File: src/rtl/wb_pkg.sv
// Shared types and default sizes for the integer register-file writeback unit.
// Optional bypass outputs are enabled with the WB_BYPASS_EN macro.
package wb_pkg;

    localparam int XLEN_DEF     = 32;
    localparam int NUM_REGS_DEF = 32;
    localparam int WB_AW        = $clog2(NUM_REGS_DEF);

    typedef logic [WB_AW-1:0] reg_addr_t;

    typedef struct packed {
        logic                valid;
        reg_addr_t           rd;
        logic [XLEN_DEF-1:0] data;
    } wb_req_t;

endpackage

File: src/rtl/wb_scoreboard.sv
// Pending-destination scoreboard for long-latency ops, with issue/hazard stalls.
// Under WB_BYPASS_EN, sources being written this cycle are not treated as hazards.
module wb_scoreboard
    import wb_pkg::*;
#(
    parameter  int NUM_REGS = NUM_REGS_DEF,
    localparam int AW       = $clog2(NUM_REGS)
) (
    input  logic          clk,
    input  logic          rst_n,
    input  logic          issue_valid,
    input  logic [AW-1:0] issue_rd,
    output logic          issue_stall,
    input  logic [AW-1:0] rs1_addr,
    input  logic [AW-1:0] rs2_addr,
    output logic          hazard_stall,
    input  logic          rf_we,
    input  logic [AW-1:0] rf_rd_addr
);

    logic [NUM_REGS-1:0] pending_r;
    logic [NUM_REGS-1:0] set_mask_s;
    logic [NUM_REGS-1:0] clr_mask_s;
    logic                issue_set_s;
    logic                fwd1_s;
    logic                fwd2_s;

    assign issue_stall = issue_valid && pending_r[issue_rd];
    assign issue_set_s = issue_valid && !issue_stall && (issue_rd != {AW{1'b0}});

    // Build one-hot set/clear masks for this edge.
    always_comb begin
        set_mask_s = {NUM_REGS{1'b0}};
        clr_mask_s = {NUM_REGS{1'b0}};
        if (issue_set_s) begin
            set_mask_s[issue_rd] = 1'b1;
        end else begin
            set_mask_s = {NUM_REGS{1'b0}};
        end
        if (rf_we) begin
            clr_mask_s[rf_rd_addr] = 1'b1;
        end else begin
            clr_mask_s = {NUM_REGS{1'b0}};
        end
    end

    // Pending vector; a set on the same edge as a clear wins.
    always_ff @(posedge clk or negedge rst_n) begin
        if (!rst_n) begin
            pending_r <= {NUM_REGS{1'b0}};
        end else begin
            pending_r <= (pending_r & ~clr_mask_s) | set_mask_s;
        end
    end

    // Sources matched by the write on the RF port this cycle can be forwarded.
    always_comb begin
        fwd1_s = 1'b0;
        fwd2_s = 1'b0;
`ifdef WB_BYPASS_EN
        if (rf_we) begin
            fwd1_s = (rf_rd_addr == rs1_addr) && (rs1_addr != {AW{1'b0}});
            fwd2_s = (rf_rd_addr == rs2_addr) && (rs2_addr != {AW{1'b0}});
        end else begin
            fwd1_s = 1'b0;
            fwd2_s = 1'b0;
        end
`endif
    end

    assign hazard_stall = ((rs1_addr != {AW{1'b0}}) && pending_r[rs1_addr] && !fwd1_s) ||
                          ((rs2_addr != {AW{1'b0}}) && pending_r[rs2_addr] && !fwd2_s);

endmodule

File: src/rtl/writeback_unit.sv
// Register-file writer: merges ALU and LSU results onto the single RF write port.
// Define WB_BYPASS_EN to add the fwd_rs1/fwd_rs2 forwarding outputs.
module writeback_unit
    import wb_pkg::*;
#(
    parameter  int XLEN     = XLEN_DEF,
    parameter  int NUM_REGS = NUM_REGS_DEF,
    localparam int AW       = $clog2(NUM_REGS)
) (
    input  logic            clk,
    input  logic            rst_n,
    input  logic            issue_valid,
    input  logic [AW-1:0]   issue_rd,
    output logic            issue_stall,
    input  logic [AW-1:0]   rs1_addr,
    input  logic [AW-1:0]   rs2_addr,
    output logic            hazard_stall,
    input  logic            alu_valid,
    input  logic [AW-1:0]   alu_rd,
    input  logic [XLEN-1:0] alu_data,
    input  logic            lsu_valid,
    output logic            lsu_ready,
    input  logic [AW-1:0]   lsu_rd,
    input  logic [XLEN-1:0] lsu_data,
    output logic            rf_we,
    output logic [AW-1:0]   rf_rd_addr,
    output logic [XLEN-1:0] rf_rd_data
`ifdef WB_BYPASS_EN
    ,
    output logic            fwd_rs1_valid,
    output logic [XLEN-1:0] fwd_rs1_data,
    output logic            fwd_rs2_valid,
    output logic [XLEN-1:0] fwd_rs2_data
`endif
);

    wb_req_t alu_req_s;
    wb_req_t lsu_req_s;
    wb_req_t sel_s;
    wb_req_t buf_r;
    wb_req_t port_r;
    logic    lsu_xfer_s;
    logic    sel_write_s;

    assign alu_req_s   = '{valid: alu_valid, rd: alu_rd, data: alu_data};
    assign lsu_req_s   = '{valid: lsu_valid, rd: lsu_rd, data: lsu_data};
    assign lsu_ready   = !buf_r.valid;
    assign lsu_xfer_s  = lsu_valid && !buf_r.valid;
    assign sel_write_s = sel_s.valid && (sel_s.rd != {AW{1'b0}});

    // Fixed priority: ALU, then buffered LSU entry, then the incoming LSU transfer.
    always_comb begin
        sel_s = '0;
        if (alu_valid) begin
            sel_s = alu_req_s;
        end else if (buf_r.valid) begin
            sel_s = buf_r;
        end else if (lsu_xfer_s) begin
            sel_s = lsu_req_s;
        end else begin
            sel_s = '0;
        end
    end

    // One-entry skid buffer for an LSU response that lost to the ALU.
    always_ff @(posedge clk or negedge rst_n) begin
        if (!rst_n) begin
            buf_r <= '0;
        end else if (lsu_xfer_s && alu_valid) begin
            buf_r <= lsu_req_s;
        end else if (buf_r.valid && !alu_valid) begin
            buf_r.valid <= 1'b0;
        end else begin
            buf_r <= buf_r;
        end
    end

    // Registered RF write port; rd=0 consumes the slot without writing.
    always_ff @(posedge clk or negedge rst_n) begin
        if (!rst_n) begin
            port_r <= '0;
        end else begin
            port_r.valid <= sel_write_s;
            if (sel_write_s) begin
                port_r.rd   <= sel_s.rd;
                port_r.data <= sel_s.data;
            end else begin
                port_r.rd   <= port_r.rd;
                port_r.data <= port_r.data;
            end
        end
    end

    assign rf_we      = port_r.valid;
    assign rf_rd_addr = port_r.rd;
    assign rf_rd_data = port_r.data;

`ifdef WB_BYPASS_EN
    assign fwd_rs1_valid = port_r.valid && (port_r.rd == rs1_addr) && (rs1_addr != {AW{1'b0}});
    assign fwd_rs2_valid = port_r.valid && (port_r.rd == rs2_addr) && (rs2_addr != {AW{1'b0}});
    assign fwd_rs1_data  = port_r.data;
    assign fwd_rs2_data  = port_r.data;
`endif

    wb_scoreboard #(.NUM_REGS(NUM_REGS)) u_scoreboard (
        .clk          (clk),
        .rst_n        (rst_n),
        .issue_valid  (issue_valid),
        .issue_rd     (issue_rd),
        .issue_stall  (issue_stall),
        .rs1_addr     (rs1_addr),
        .rs2_addr     (rs2_addr),
        .hazard_stall (hazard_stall),
        .rf_we        (port_r.valid),
        .rf_rd_addr   (port_r.rd)
    );

endmodule

File: config.mk
export PLATFORM = sky130hd
export DESIGN_NAME = writeback_unit
export DESIGN_NICKNAME = d
export VERILOG_FILES = /design/src/rtl/wb_pkg.sv /design/src/rtl/wb_scoreboard.sv /design/src/rtl/writeback_unit.sv
export SDC_FILE = /design/constraint.sdc
export NUM_CORES = 1
export LEC_CHECK = 0
export CORE_MARGIN = 8
export CORE_UTILIZATION = 50
export DETAILED_ROUTE_END_ITERATION = 16
export MAX_ROUTING_LAYER = met4
export PLACE_DENSITY = 0.83
export SETUP_SLACK_MARGIN = 0.3
export SYNTH_ARGS = -nofsm -noshare
export SYNTH_HDL_FRONTEND = slang
export SYNTH_HIERARCHICAL = 1
export SYNTH_SLANG_ARGS = --single-unit
File: constraint.sdc
create_clock -name clk -period 2.57 [get_ports clk]
set_input_delay 0.514 -clock clk [delete_from_list [all_inputs] [get_ports clk]]
set_output_delay 0.514 -clock clk [all_outputs]
set_load 0.01 [all_outputs]
; Yosys cells after proc, flatten, opt, wreduce, memory -nomap -nowiden
; Cells that the tools add are included.
[word_totals]
reg_bits = 108
latchBits = 0
mem_bits_rw = 0
mem_bits_ro = 0
out_inout_bits = 41
n_memories = 0
[classes]
addsub = 0
n_mul = 0
div_mod_pow = 0
magnitude_cmp = 6
eq_ne = 0
shift = 0
mux = 17
bitwise = 3
reduce_logical = 20
[op_table]
columns = op, count
row1 = $mux 38, 4
row2 = $mux 32, 2
row3 = $and 32x32->32, 1
row4 = $not 32->32, 1
row5 = $or 32x32->32, 1
row6 = $lt 5x6->1 const B, 4
row7 = $reduce_bool 5->1, 4
row8 = $bmux 1 s5, 3
row9 = $logic_and 1x1->1, 11
row10 = $demux 1 s5, 2
row11 = $ge 5x1->1 const B, 2
row12 = $mux 1, 6
row13 = $logic_not 1->1, 3
row14 = $reduce_bool 2->1, 1
row15 = $logic_or 1x1->1, 1

; Logic depth before layout (Yosys ltp)
; Gate-level depths: netlist of run 1.
[logic_depth]
word_depth = 8
ltp_mapped = 8

; By module
; The synthesis of run 1 kept the hierarchy.
[modules_own_cells]
columns = mod, n_inst, cells_each, area_each_um2
row1 = writeback_unit, 1, 295, 3628.5
row2 = wb_scoreboard, 1, 220, 2252.2

; Worst setup path before layout of run 1
; OpenSTA, ideal clock, no wires.
[synth_timing]
path_kind = input-to-output
startpoint = input issue_rd[3]
endpoint = output issue_stall
arrival_time_ns = 1.913
slack_ns = 0.143
cell_stages = 8
path_cell_list = buf_2 -> or3b_1 -> buf_2 -> o22ai_1 -> nor3_1 -> o21ai_4 -> buf_6 -> o21a_1
[synth_between]
elab_chain_len = 3
[synth_rtl]
columns = item, line_no
row1 = from (decl), writeback_unit.sv:13  ; input logic [AW-1:0] issue_rd,
row2 = $bmux 1 s5, wb_scoreboard.sv:28  ; assign issue_stall = issue_valid && pending_r[issue_rd];
row3 = $mux 1 (not written as such), wb_scoreboard.sv:28
row4 = $logic_and 1x1->1, wb_scoreboard.sv:28
row5 = to (decl), writeback_unit.sv:14  ; output logic issue_stall,
; No other way between the ends. The select of a mux whose other input is x is not followed.

; Worst setup path in the final report of run 1
[layout_timing]
startpoint = input rs2_addr[3]
endpoint = output hazard_stall
[layout_between]
elab_chain_len = 4
word_cells_on_any_way = 5
cone_classes = 2 x mux / 3 x reduce/logical
[layout_rtl]
columns = item, line_no
row1 = from (decl), writeback_unit.sv:16  ; input logic [AW-1:0] rs2_addr,
row2 = $bmux 1 s5, wb_scoreboard.sv:72  ; ((rs2_addr != {AW{1'b0}}) && pending_r[rs2_addr] && !fwd2_s);
row3 = $mux 1 (not written as such), wb_scoreboard.sv:72
row4 = $logic_and 1x1->1 *, wb_scoreboard.sv:72
row5 = $logic_or 1x1->1 *, wb_scoreboard.sv:71  ; assign hazard_stall = ((rs1_addr != {AW{1'b0}}) && pending_r[rs1_addr] && !fwd1_s) ||
row6 = to (decl), writeback_unit.sv:17  ; output logic hazard_stall,
; Mark *: on every way between the ends. The rest lies on a longest branch, timed or not. The select of a mux whose other input is x is not followed.

==> run_summary.xml, run 1 <==
<?xml version="1.0" encoding="UTF-8"?>
<metrics>
  <group name="routing">
    <metric name="drt_drc_violations_left" unit="">0</metric>
    <metric name="viasPerCell" unit="">6.14</metric>
    <metric name="drt_pre_antenna_iters" unit="">5</metric>
    <metric name="route.final.wire_length" unit="µm">17800</metric>
    <metric name="route.vias.total" unit="">5074</metric>
    <metric name="route.detailed.wl_per_inst" unit="µm">21.6</metric>
    <metric name="dr.first_iter.drc_count" unit="">358</metric>
    <metric name="drt.antenna.violating_nets" unit="">0</metric>
  </group>
  <group name="die">
    <metric name="placementRows" unit="">39</metric>
    <metric name="floorplan.core_area" unit="mm²">0.0115</metric>
    <metric name="fp.dieArea" unit="mm²">0.0155</metric>
    <metric name="floorplan.initialDensity" unit="">0.513</metric>
    <metric name="die_w" unit="µm">124</metric>
    <metric name="pin_count" unit="">135</metric>
    <metric name="die_height" unit="µm">124</metric>
  </group>
  <group name="timing">
    <metric name="worst_slew_pin_slew" unit="ns">0.766</metric>
    <metric name="setup_total_negative_slack" unit="ns">0</metric>
    <metric name="min_period_over_period" unit="">0.958</metric>
    <metric name="relSlewSlack" unit="">0.489</metric>
    <metric name="grt_setup_unrepaired" unit="">true</metric>
    <metric name="fin_worst_hold_slack" unit="ns">0.237</metric>
    <metric name="final.min_clock_period" unit="ns">2.46</metric>
    <metric name="clock.fmax" unit="MHz">406</metric>
    <metric name="setup_viol_count_final" unit="">0</metric>
    <metric name="final-max-slew-violation-count" unit="">0</metric>
    <metric name="clock-skew-final" unit="ns">0.00674</metric>
    <metric name="timing.final.hold_violations" unit="">0</metric>
  </group>
  <group name="final_layout">
    <metric name="nets" unit="">772</metric>
    <metric name="syn_to_final_growth" unit="%">37.7</metric>
    <metric name="multi_input_area" unit="mm²">0.00306</metric>
    <metric name="layout.core_utilization" unit="">0.706</metric>
    <metric name="share_of_final_layout_standard_cells_stronger_than_drive_strength_1" unit="">0.291</metric>
    <metric name="seqCellArea" unit="mm²">0.00271</metric>
    <metric name="n_fill_cell" unit="">774</metric>
    <metric name="num_antenna_cells" unit="">0</metric>
  </group>
  <group name="logic_synthesis">
    <metric name="number_of_synthesized_flops_with_an_enable_pin" unit="">0</metric>
    <metric name="yosys_most_used_dff" unit="">sky130_fd_sc_hd__dfrtp_1</metric>
    <metric name="synthesis.instances" unit="">515</metric>
    <metric name="ys_top_cells_by_count" unit="">sky130_fd_sc_hd__dfrtp_1, sky130_fd_sc_hd__o21ai_0, sky130_fd_sc_hd__nand2_1</metric>
    <metric name="synth.net_count" unit="">609</metric>
    <metric name="yosys.cell_types.count" unit="">47</metric>
    <metric name="yosysMostFrequentCell" unit="">sky130_fd_sc_hd__dfrtp_1</metric>
    <metric name="ys_ff_latch" unit="">108</metric>
    <metric name="synth_warnings" unit="">6</metric>
    <metric name="synth_area_leaders" unit="">sky130_fd_sc_hd__dfrtp_1, sky130_fd_sc_hd__mux2_2, sky130_fd_sc_hd__mux2_4</metric>
    <metric name="avgSynthCellArea" unit="µm²">11.4</metric>
    <metric name="synth.largest_area_cell" unit="">sky130_fd_sc_hd__dfrtp_1</metric>
    <metric name="netlist.area_leader.share" unit="">0.460</metric>
    <metric name="async_s_r_ff_share_synth" unit="">1.00</metric>
    <metric name="synth_sequential_area_ratio" unit="">0.460</metric>
    <metric name="post_synth_instance_area" unit="mm²">0.00588</metric>
  </group>
  <group name="critical_path">
    <metric name="timing.critical_path.to_type" unit="">output port</metric>
    <metric name="worst_r2r_endpoint" unit="">rf_rd_data[16]</metric>
    <metric name="cp_data_required_time" unit="ns">2.06</metric>
    <metric name="regToRegStartpoint" unit="">buf_r[37]</metric>
    <metric name="worst-path-max-fanout" unit="">4</metric>
    <metric name="critical_path_class" unit="">in2out</metric>
    <metric name="worst_setup_path_startpoint" unit="">rs2_addr[3]</metric>
    <metric name="timing.reg2reg.worst_path_depth" unit="">6</metric>
    <metric name="regToRegSetupSlack" unit="ns">0.58</metric>
    <metric name="crit_path_top_delay_cell" unit="">sky130_fd_sc_hd__clkdlybuf4s50_1</metric>
    <metric name="timing.critical_path.cells" unit="">clkdlybuf4s50_1 -&gt; buf_4 -&gt; nor4_1 -&gt; a31oi_4 -&gt; nand4_1 -&gt; buf_2</metric>
    <metric name="start_kind" unit="">input port</metric>
    <metric name="timing.critical_path.slowest_cell_delay" unit="ns">0.50</metric>
    <metric name="worstPathArrival" unit="ns">1.95</metric>
  </group>
  <group name="clock_network">
    <metric name="cts.clk_slew.worst_paths" unit="ns">0.07</metric>
    <metric name="cts.sinks" unit="">108</metric>
    <metric name="cts-root-to-sink-buffers" unit="">2</metric>
    <metric name="post_cts_hold_buffer_count" unit="">0</metric>
    <metric name="cts_tree" unit="">done</metric>
    <metric name="cts_inserted_buffers" unit="">9</metric>
    <metric name="clock_insertion_delay_at_the_later_pin_of_the_skew_report" unit="ns">0.34</metric>
    <metric name="cts_root_buffer" unit="">sky130_fd_sc_hd__clkbuf_16</metric>
    <metric name="h-tree-depth" unit="">3</metric>
  </group>
  <group name="hold_path">
    <metric name="type_of_the_worst_min_delay_path" unit="">in2async</metric>
  </group>
  <group name="grt">
    <metric name="vias_in_the_first_global_route" unit="">5390</metric>
    <metric name="grt_start_max_net_pins" unit="">63</metric>
    <metric name="groute.usage.overall" unit="">0.231</metric>
    <metric name="antenna_violations_before_repair" unit="">0</metric>
    <metric name="grt_first_pass_wirelength" unit="µm">28400</metric>
    <metric name="globalRouteOverflowTotal" unit="">0</metric>
  </group>
  <group name="placement">
    <metric name="dp_hpwl" unit="µm">12900</metric>
    <metric name="gp_congestion" unit="">0.889</metric>
    <metric name="count_of_buffers_from_port_buffering" unit="">134</metric>
  </group>
  <group name="run">
    <metric name="timing.max_cap.violations" unit="">0</metric>
  </group>
  <group name="power_and_ir_drop">
    <metric name="vdd_ir_drop_max" unit="mV">0.365</metric>
    <metric name="p_leak" unit="nW">3.41</metric>
    <metric name="design_power_total" unit="mW">5.75</metric>
    <metric name="powerDensity" unit="mW/mm²">710</metric>
  </group>
  <group name="run_status">
    <metric name="run_status" unit="">finished clean</metric>
  </group>
</metrics>
[timing repair]
item                                    in CTS  in global routing
endpoints found under the setup margin       5                 14
resized for setup                           53                 11
pin swaps                                   13                  8
setup buffers                               12                  2
gates cloned                                 0                  0
[through the flow]
stage / worst slack, ns / cells / cell area, µm²
floorplan: 0.189 / 515 / 5940
global placement: -0.612 / 796 / 7600
detailed placement: -0.628 / 796 / 7600
CTS: 0.128 / 824 / 8060
global route: 0.0193 / 826 / 8100
finish: 0.108 / 826 / 8100
[cells in the final DEF (no fill, tap or decap), types with 12 or more instances in the layout]
cell type	count
sky130_fd_sc_hd__a22oi_1	32
sky130_fd_sc_hd__buf_4	43
sky130_fd_sc_hd__clkdlybuf4s50_1	118
sky130_fd_sc_hd__dfrtp_1	106
sky130_fd_sc_hd__mux2_2	44
sky130_fd_sc_hd__mux2_4	29
sky130_fd_sc_hd__mux4_2	18
sky130_fd_sc_hd__nand2_1	47
sky130_fd_sc_hd__nand3b_1	12
sky130_fd_sc_hd__o21ai_0	79
sky130_fd_sc_hd__o31ai_1	16
[how the worst max path moves through the flow]
| stage | cells after the start | endpoint | slack (ns) |
|---|---|---|---|
| 6_report | 6 | hazard_stall | 0.11 |
| 5_1_grt | 6 | hazard_stall | 0.02 |
| 4_1_cts | 5 | hazard_stall | 0.13 |
| 3_5_place_dp | 7 | hazard_stall | -0.63 |
| 3_3_place_gp | 7 | hazard_stall | -0.61 |
| 2_1_floorplan | 8 | issue_stall | 0.19 |
[layer usage]
metal | GRT usage | vias up | share of wire
li1 | - | 2257 | -
met1 | 0.279 | 2536 | 0.41
met2 | 0.380 | 254 | 0.51
met3 | 0.0472 | 27 | 0.066
met4 | 0.0695 | 0 | 0.015
met5 | - | - | 0
[logic make-up (layout without fill, tap and decap cells)]
| kind of cell | count (synthesis) | in the layout | synth area share |
|---|---|---|---|
| compound gates | 157 | 157 | 0.166 |
| buf+inv | 44 | 212 | 0.0374 |
| flops | 108 | 108 | 0.460 |
| mux | 100 | 100 | 0.242 |
| simple gates | 106 | 106 | 0.0949 |
[registers in the layout, indices dropped and copies added (netlist names)]
register                flops
u_scoreboard/pending_r     32
buf_r                      38
rf_rd_data                 32
rf_we                       1
rf_rd_addr                  5
[report_power, final]
group | internal, mW | switching (mW)
Clock | 0.836 | 0.600
Combinational | 1.02 | 0.729
Sequential | 2.11 | 0.456
[cell type report]
class,count,area share
Multi-Input combinational cell,363,0.378
Sequential cell,108,0.334
Timing Repair Buffer,190,0.224
Clock buffer,13,0.0334
Tap cell,143,0.0221
Clock inverter,3,0.00541
Inverter,6,0.00278
[critical path, delay by kind of cell]
family | cells | cell delay [ns]
buffers and inverters | 3 | 0.81
and+or+nand+nor | 2 | 0.58
AOI/OAI and AO/OA | 1 | 0.04
(Power assumes the default switching activity.)
==> run 2, diff against run 1 <==
- CTS_CLUSTER_SIZE: unset -> 14
==> results of run 2 <==
Final layout, timing and power as in run 1 (identical DEF).
==> run 3, diff against run 2 <==
- SLEW_MARGIN: unset -> 20
==> results of run 3 <==
Final layout, timing and power as in run 1 (identical DEF).
